--- src/rtl/arb_pkg.sv ---
// Shared types and constants for the 4-way round-robin arbiter.
package arb_pkg;

  localparam int unsigned NREQ         = 4;
  localparam int unsigned IDX_W        = 2;
  localparam int unsigned HOLD_MAX_DEF = 16;

  typedef enum logic {
    IDLE = 1'b0,
    BUSY = 1'b1
  } arb_state_e;

  function automatic logic [NREQ-1:0] idx2onehot(input logic [IDX_W-1:0] idx);
    idx2onehot      = '0;
    idx2onehot[idx] = 1'b1;
  endfunction

endpackage

--- src/rtl/rr_pick_4.sv ---
// Rotating priority encoder: first set request at or after (last_idx+1) mod 4.
module rr_pick_4
  import arb_pkg::*;
(
  input  logic [NREQ-1:0]  req,
  input  logic [IDX_W-1:0] last_idx,
  output logic [IDX_W-1:0] win_idx,
  output logic             win_vld
);

  logic [IDX_W-1:0] cand;

  // Walk from farthest to nearest so the nearest set bit is the final assignment.
  always_comb begin
    win_idx = '0;
    win_vld = 1'b0;
    cand    = '0;
    for (int unsigned i = NREQ; i >= 1; i--) begin
      cand = last_idx + IDX_W'(i);
      if (req[cand]) begin
        win_idx = cand;
        win_vld = 1'b1;
      end
    end
  end

endmodule

--- src/rtl/rr_arbiter_4.sv ---
// Round-robin arbiter, 4 requesters, grant held until release.
// Define ARB_TIMEOUT_EN to force release after HOLD_MAX busy cycles.
module rr_arbiter_4 #(
  parameter int unsigned NREQ     = arb_pkg::NREQ,
  parameter int unsigned HOLD_MAX = arb_pkg::HOLD_MAX_DEF
) (
  input  logic                      clk,
  input  logic                      rst_n,
  input  logic [NREQ-1:0]           req,
  input  logic                      done,
  output logic [NREQ-1:0]           gnt,
  output logic [arb_pkg::IDX_W-1:0] gnt_idx,
  output logic                      gnt_vld,
  output logic                      timeout
);

  import arb_pkg::*;

  arb_state_e       state_q, state_d;
  logic [NREQ-1:0]  gnt_q, gnt_d;
  logic [IDX_W-1:0] idx_q, idx_d;
  logic [IDX_W-1:0] last_q, last_d;
  logic             vld_q, vld_d;
  logic             to_q, to_d;

  logic [IDX_W-1:0] win_idx;
  logic             win_vld;
  logic             norm_rel;
  logic             force_rel;
  logic             new_grant;

  rr_pick_4 u_pick (
    .req      (req),
    .last_idx (last_q),
    .win_idx  (win_idx),
    .win_vld  (win_vld)
  );

  assign norm_rel = done | ~req[idx_q];

  always_comb begin
    state_d   = state_q;
    gnt_d     = gnt_q;
    idx_d     = idx_q;
    last_d    = last_q;
    vld_d     = vld_q;
    to_d      = 1'b0;
    new_grant = 1'b0;
    case (state_q)
      IDLE: new_grant = win_vld;
      BUSY: begin
        if (norm_rel || force_rel) begin
          to_d = ~norm_rel;
          if (win_vld) begin
            new_grant = 1'b1;
          end else begin
            state_d = IDLE;
            gnt_d   = '0;
            idx_d   = '0;
            vld_d   = 1'b0;
          end
        end
      end
      default: state_d = IDLE;
    endcase
    if (new_grant) begin
      state_d = BUSY;
      gnt_d   = idx2onehot(win_idx);
      idx_d   = win_idx;
      last_d  = win_idx;
      vld_d   = 1'b1;
    end
  end

  always_ff @(posedge clk or negedge rst_n) begin
    if (!rst_n) begin
      state_q <= IDLE;
      gnt_q   <= '0;
      idx_q   <= '0;
      last_q  <= IDX_W'(NREQ - 1);
      vld_q   <= 1'b0;
      to_q    <= 1'b0;
    end else begin
      state_q <= state_d;
      gnt_q   <= gnt_d;
      idx_q   <= idx_d;
      last_q  <= last_d;
      vld_q   <= vld_d;
      to_q    <= to_d;
    end
  end

`ifdef ARB_TIMEOUT_EN
  localparam int unsigned CNT_W = $clog2(HOLD_MAX + 1);

  logic [CNT_W-1:0] cnt_q, cnt_d;

  assign force_rel = (state_q == BUSY) && (cnt_q == CNT_W'(HOLD_MAX - 1));

  always_comb begin
    cnt_d = cnt_q;
    if (new_grant)             cnt_d = '0;
    else if (state_q == BUSY)  cnt_d = cnt_q + 1'b1;
  end

  always_ff @(posedge clk or negedge rst_n) begin
    if (!rst_n) cnt_q <= '0;
    else        cnt_q <= cnt_d;
  end
`else
  logic unused_cfg;
  assign force_rel  = 1'b0;
  assign unused_cfg = ^{HOLD_MAX, new_grant};
`endif

  assign gnt     = gnt_q;
  assign gnt_idx = idx_q;
  assign gnt_vld = vld_q;
  assign timeout = to_q;

endmodule

--- config.mk ---
export PLATFORM = sky130hd
export DESIGN_NAME = rr_arbiter_4
export DESIGN_NICKNAME = d
export VERILOG_FILES = /design/src/rtl/arb_pkg.sv /design/src/rtl/rr_pick_4.sv /design/src/rtl/rr_arbiter_4.sv
export SDC_FILE = /design/constraint.sdc
export NUM_CORES = 1
export LEC_CHECK = 0
export ABC_AREA = 1
export CAP_MARGIN = 20
export CELL_PAD_IN_SITES_DETAIL_PLACEMENT = 1
export CELL_PAD_IN_SITES_GLOBAL_PLACEMENT = 2
export CORE_MARGIN = 2
export CORE_UTILIZATION = 25
export CTS_CLUSTER_SIZE = 8
export DETAILED_ROUTE_END_ITERATION = 6
export GPL_TIMING_DRIVEN = 0
export PLACE_DENSITY = 0.73
export REMOVE_ABC_BUFFERS = 1
export SETUP_SLACK_MARGIN = 0.02
export SYNTH_ARGS = -nofsm -noshare
export SYNTH_HDL_FRONTEND = slang
export SYNTH_SLANG_ARGS = --single-unit
--- constraint.sdc ---
create_clock -name clk -period 1.4 [get_ports clk]
set_input_delay 0.14 -clock clk [delete_from_list [all_inputs] [get_ports clk]]
set_output_delay 0.14 -clock clk [all_outputs]
set_load 0.005 [all_outputs]
# == Word level (Yosys, flattened, before mapping) ==
# Index checks and enable logic that the tools add are counted.
# classes
n_div,0
shifts,0
n_reduce_logical,4
order_cmp,7
n_mul,0
n_eq_ne,1
addsub,3
bitwise_logic,4
muxes,40
# op_table
op,n
two-way mux 1 bit,21
less-than comparator 2 x 3 -> 1 bit (second input constant),6
two-way mux 2 bit,8
two-way mux 4 bit,4
binary-select mux 1 bit (select 2 bit),5
adder 2 bit (second input constant),2
nonzero test 2 bit,2
inverter 1 bit,3
AND reduction 3 bit,1
adder 2 x 1 -> 2 bit (second input constant),1
demux 1 bit (select 2 bit),1
greater-or-equal comparator 2 x 1 -> 1 bit (second input constant),1
!= test 2 x 1 -> 1 bit (second input constant),1
case mux 1 bit (2 select lines),1
logical AND 1 bit,1
bitwise OR 1 bit,1
# word_totals
mem_bits_rw,0
reg_bits,11
memories,0
elab_cells,65
in_bits,7
out_inout_bits,8
rom_bits,0
latch_bits,0

# == Depth between registers and ports, before layout ==
# depth
word_depth,11
ltp_mapped,13
depth_no_buf,12

# == Hierarchy ==
# A second synthesis with hierarchy kept.
# unflattened
hier_cells,109
hier_area_um2,739.5
# by_module_without_submodules
module,seq_area_each_um2,cells_per_inst,n_inst,area_per_inst_um2
rr_arbiter_4,252.7,60,1,513.0
rr_pick_4,0.0,49,1,226.5

# == Worst setup path after synthesis ==
# OpenSTA, ideal clock, no wires.
# synth_path
kind,register to register
start,register last_q[0]
end,"register idx_q[1], in the netlist gnt_idx[1]"
slack_ns,-0.090
setup_ns,0.118
period_less_slack_ns,1.490
n_path_buf,1
t_required_ns,1.282
path_stages_with_launch,13
arrival_ns,1.372
cell_sequence,dfstp_2 > buf_6 > inv_8 > nand2_1 > nand2_2 > nand2_2 > nand2_2 > nor2_4 > nand3_4 > nand2_8 > inv_6 > nand2_2 > o21ai_2
# synth_between
elab_chain_len,11
# synth_lines
element,line_no,source
from (decl),rr_arbiter_4.sv:22,"logic [IDX_W-1:0] last_q, last_d;"
from (signal assigned),rr_arbiter_4.sv:80,last_q <= IDX_W'(NREQ - 1);
from (signal assigned),rr_arbiter_4.sv:87,last_q <= last_d;
adder 2 bit / binary-select mux 1 bit (select 2 bit) (equally long branches),"rr_pick_4.sv:19, rr_pick_4.sv:20",
binary-select mux 1 bit (select 2 bit) / two-way mux 1 bit (equally long branches),rr_pick_4.sv:20,if (req[cand]) begin
two-way mux 1 bit (not written as such),rr_pick_4.sv:20,
two-way mux 1 bit (3 in series),rr_pick_4.sv:20,
two-way mux 1 bit,rr_arbiter_4.sv:54,if (win_vld) begin
two-way mux 1 bit,rr_arbiter_4.sv:52,if (norm_rel || force_rel) begin
case mux 1 bit (2 select lines),rr_arbiter_4.sv:49,case (state_q)
!= test 2 x 1 -> 1 bit (no source line) / nonzero test 2 bit (equally long branches),--,
AND reduction 3 bit (no source line),--,
to (signal assigned),rr_arbiter_4.sv:86,idx_q <= idx_d;
to (decl),rr_arbiter_4.sv:21,"logic [IDX_W-1:0] idx_q, idx_d;"
# Several ways; a longest one is shown, not always the timed one. The select of a mux whose other input is x is not followed.
# A chain may end at the register's enable or synchronous reset.

# == Worst setup path after layout ==
# layout_path
start,register last_q[0]
end,"register gnt_q[1], in the netlist gnt[1]"
# layout_between
elab_chain_len,11
# layout_lines
element,line_no,source
adder 2 bit / binary-select mux 1 bit (select 2 bit) (equally long branches),"rr_pick_4.sv:19, rr_pick_4.sv:20",
binary-select mux 1 bit (select 2 bit) / two-way mux 1 bit (equally long branches),rr_pick_4.sv:20,
two-way mux 1 bit (not written as such) / two-way mux 2 bit (equally long branches),rr_pick_4.sv:20,
two-way mux 2 bit / two-way mux 1 bit (equally long branches) (3 in series),rr_pick_4.sv:20,
less-than comparator 2 x 3 -> 1 bit (not written as such) (tied with other cells),arb_pkg.sv:15,idx2onehot[idx] = 1'b1;
logical AND 1 bit (not written as such) / two-way mux 1 bit (equally long branches),"arb_pkg.sv:15, rr_arbiter_4.sv:52",
two-way mux 1 bit (not written as such) / case mux 1 bit (2 select lines) (equally long branches),"arb_pkg.sv:15, rr_arbiter_4.sv:49",
demux 1 bit (select 2 bit) (tied with other cells),arb_pkg.sv:15,
two-way mux 4 bit / AND reduction 3 bit (equally long branches),--,
to (signal assigned),rr_arbiter_4.sv:85,gnt_q <= gnt_d;
to (decl),rr_arbiter_4.sv:20,"logic [NREQ-1:0] gnt_q, gnt_d;"
# Several ways; a longest one is shown, not always the timed one. The select of a mux whose other input is x is not followed.

==> summary.txt <==
Setup path
  • Crit path launch type: flip-flop
  • Critical path's most frequent cell: nand2_4
  • R2r endpoint: gnt[1]$_DFFE_PN0P_
  • Reg2reg setup slack: -0.22 ns
  • CP max FO: 8
  • Reg-to-reg startpoint: last_q[0]$_DFFE_PN1P_
  • CP Class: reg2reg
  • Crit end category: flip-flop
  • Slowest CP cell: dfstp_2
  • Req. time, crit path: 1.57 ns
  • CP peak stage delay: 0.58 ns
  • Worst EP arrival: 1.79 ns
  • Crit-path cells: buf_12, inv_8, nand2_2, nand2_4, nand2_4, nand2_4, nor2_4, nand3_4, nand2_8, inv_8, nand3_1, nand2_1
  • Worst R2R Path Depth: 12

Hold path
  • Hold crit path type: in2async

Layout
  • Design Area, Final: 0.00112 mm2
  • Commonest non-fill, non-tap cell in the layout: nand2_2
  • N_diodes: 0
  • Core Util, Final: 40.5%
  • Area grow syn2layout: 52.5%
  • Highest-count cells in the layout ignoring fill and taps: 17 x nand2_2, 16 x nand2_1, 13 x clkdlybuf4s50_1
  • Layout cells sized above 1: 51.6%
  • Final layout net count: 130
  • Fin cells: 153

Floorplanning
  • I/O pin cnt: 15
  • Die width: 58.1 um
  • Initial core utilization: 26.5%
  • Die ar.: 0.00338 mm2
  • Row count: 19
  • Core ar.: 0.00276 mm2
  • DIE HEIGHT: 58.1 um

Placed design
  • Placed cell count: 140
  • DP HPWL: 1480 um
  • Post-Place Worst Slack: -0.353 ns
  • Placed cell areas: 882 um2
  • Input/output buffers: 13
  • Routability congestion estimate: 0.738

Timing
  • RSZ-0062 raised after global routing: yes
  • Fin crit period: 1.62 ns
  • Final Max Tran Viols: 0
  • Worst Setup Slack, final: -0.219 ns
  • Setup Skew: 0.0132 ns
  • Final setup fails: 10
  • Fmax: 0.618 GHz
  • Final period util: 116%
  • Worst hold margin: 0.182 ns
  • Hold Vio Cnt, Final: 0

Global route
  • Initial antenna violation count: 0
  • Grt total ovfl: 0
  • Wire length of the first global-routing pass: 3510 um
  • Gr usage total: 13.4%
  • Number of global-route vias before repair: 790
  • Pin count of the biggest net entering global routing: 11

Synthesis
  • Yosys cell types: 21
  • Dominant cells by area after synthesis: dfrtp_1 27%, nand2_1 16%, nand2_2 9.4%
  • FF+latch count, synth: 10
  • Top cell type's share of synthesized area: 27.4%
  • Seq/Total Area, Yosys: 34.5%
  • Mapped cell area: 732 um2
  • Mapped Avg Cell Area: 7.47 um2
  • Ys Warns: 0
  • Cells after Synth: 98
  • Area leader, netlist: dfrtp_1

Route
  • Vias per cell: 4.75
  • Post-route DRC: 0
  • Detailed Route WL: 2130 um
  • Vias: 727
  • Initial detailed-routing violation count: 9
  • Drt first pass iters: 4
  • Post-route ant nets: 0
  • WL per Instance: 13.9 um

Clocking
  • CTS tree: built
  • Worst-Skew Late Latency: 0.27 ns
  • Cts hold-fix bufs: 0
  • Clock slew at the register clock pins of the worst setup and hold paths: 0.08 ns
  • Clock Tree Buf Depth: 2
  • CTS sink cnt: 10
  • Total CTS buffers: 3
  • Root Buffer: clkbuf_4
  • Htree depth: 1

Pwr
  • PD cells: 2880 mW/mm2
  • P_leak: 0.549 nW
  • Worst VDD drop: 1280 uV

Run status
  • Failing checks: negative setup slack
  • Status: complete, but fails checks

Flow run
  • # Max-Cap Violations: 0
critical path: cells and delay by family, from the launching register on:
family        cells  cell delay [ns]
buf+inv           3             0.22
flops             1             0.58
simple gates      9             0.73
report_power, final:
part	internal (mW)	switching (mW)	total (mW)
Combinational	1.01	1.43	2.44
Sequential	0.444	0.111	0.555
Clock	0.110	0.107	0.218
Total	1.56	1.65	3.21
logic make-up (layout without fill, tap and decap cells):
family | count (synthesis) | in the layout | share of synthesized area (%)
other cells | 1 | 1 | 0.512
simple gates | 62 | 62 | 44.6
flops | 10 | 10 | 34.5
buf+inv | 15 | 39 | 10.9
compound gates | 10 | 10 | 9.40
cells in the mapped netlist:
cell type and instances:
a21oi_1 3, buf_4 1, buf_6 1, conb_1 1, dfrtp_1 8, dfstp_2 2
inv_1 8, inv_2 3, inv_6 1, inv_8 1, nand2_1 32, nand2_2 11
nand2_4 1, nand2_8 1, nand3_1 12, nand3_2 1, nand3_4 1, nor2_1 2
nor2_4 1, o21ai_0 2, o21ai_2 5
per-stage QoR:
stage          total power [mW]  TNS [ns]
5_1_grt                    3.50     -2.53
3_5_place_dp               2.26     -2.72
3_3_place_gp               2.20     -2.18
4_1_cts                    2.88     -2.02
6_report                   3.21     -1.83
2_1_floorplan              1.79    -0.607
worst max path at each step:
| stage | start | cells after the start | endpoint |
|---|---|---|---|
| finish | last_q[0]$_DFFE_PN1P_ | 12 | gnt[1]$_DFFE_PN0P_ |
| global route | last_q[0]$_DFFE_PN1P_ | 12 | gnt_idx[1]$_DFFE_PN0P_ |
| CTS | last_q[0]$_DFFE_PN1P_ | 10 | gnt_idx[1]$_DFFE_PN0P_ |
| detailed placement | req[1] | 9 | gnt_idx[1]$_DFFE_PN0P_ |
| global placement | req[1] | 9 | gnt_idx[1]$_DFFE_PN0P_ |
| floorplan | last_q[0]$_DFFE_PN1P_ | 11 | gnt_idx[1]$_DFFE_PN0P_ |
sequential cells by signal, summed over array words and instances, names as in the netlist:
register / flops
gnt: 4
gnt_idx: 2
gnt_vld: 1
last_q: 2
state_q: 1
what timing repair did:
action	in CTS	in global routing
pin swaps	6	7
setup endpoints to repair	10	10
gates cloned	0	0
setup buffers	7	2
gates resized for setup	16	21
final cells by class:
cell class | instances | area (um2)
fillers | 327 | 1640
inverters | 13 | 66.3
clock buffers | 4 | 26.3
flip-flops and latches | 10 | 253
well taps | 31 | 38.8
multi-input cells | 73 | 514
repair buffers | 22 | 218
per-layer routing:
metal,global-route usage [%],up-vias,share of wire [%]
li1,-,353,-
met1,16.7,361,42
met2,24.8,9,55
met3,1.34,4,1.2
met4,2.99,0,0.99
met5,0,-,0
Power figures use the tool's default switching activity.
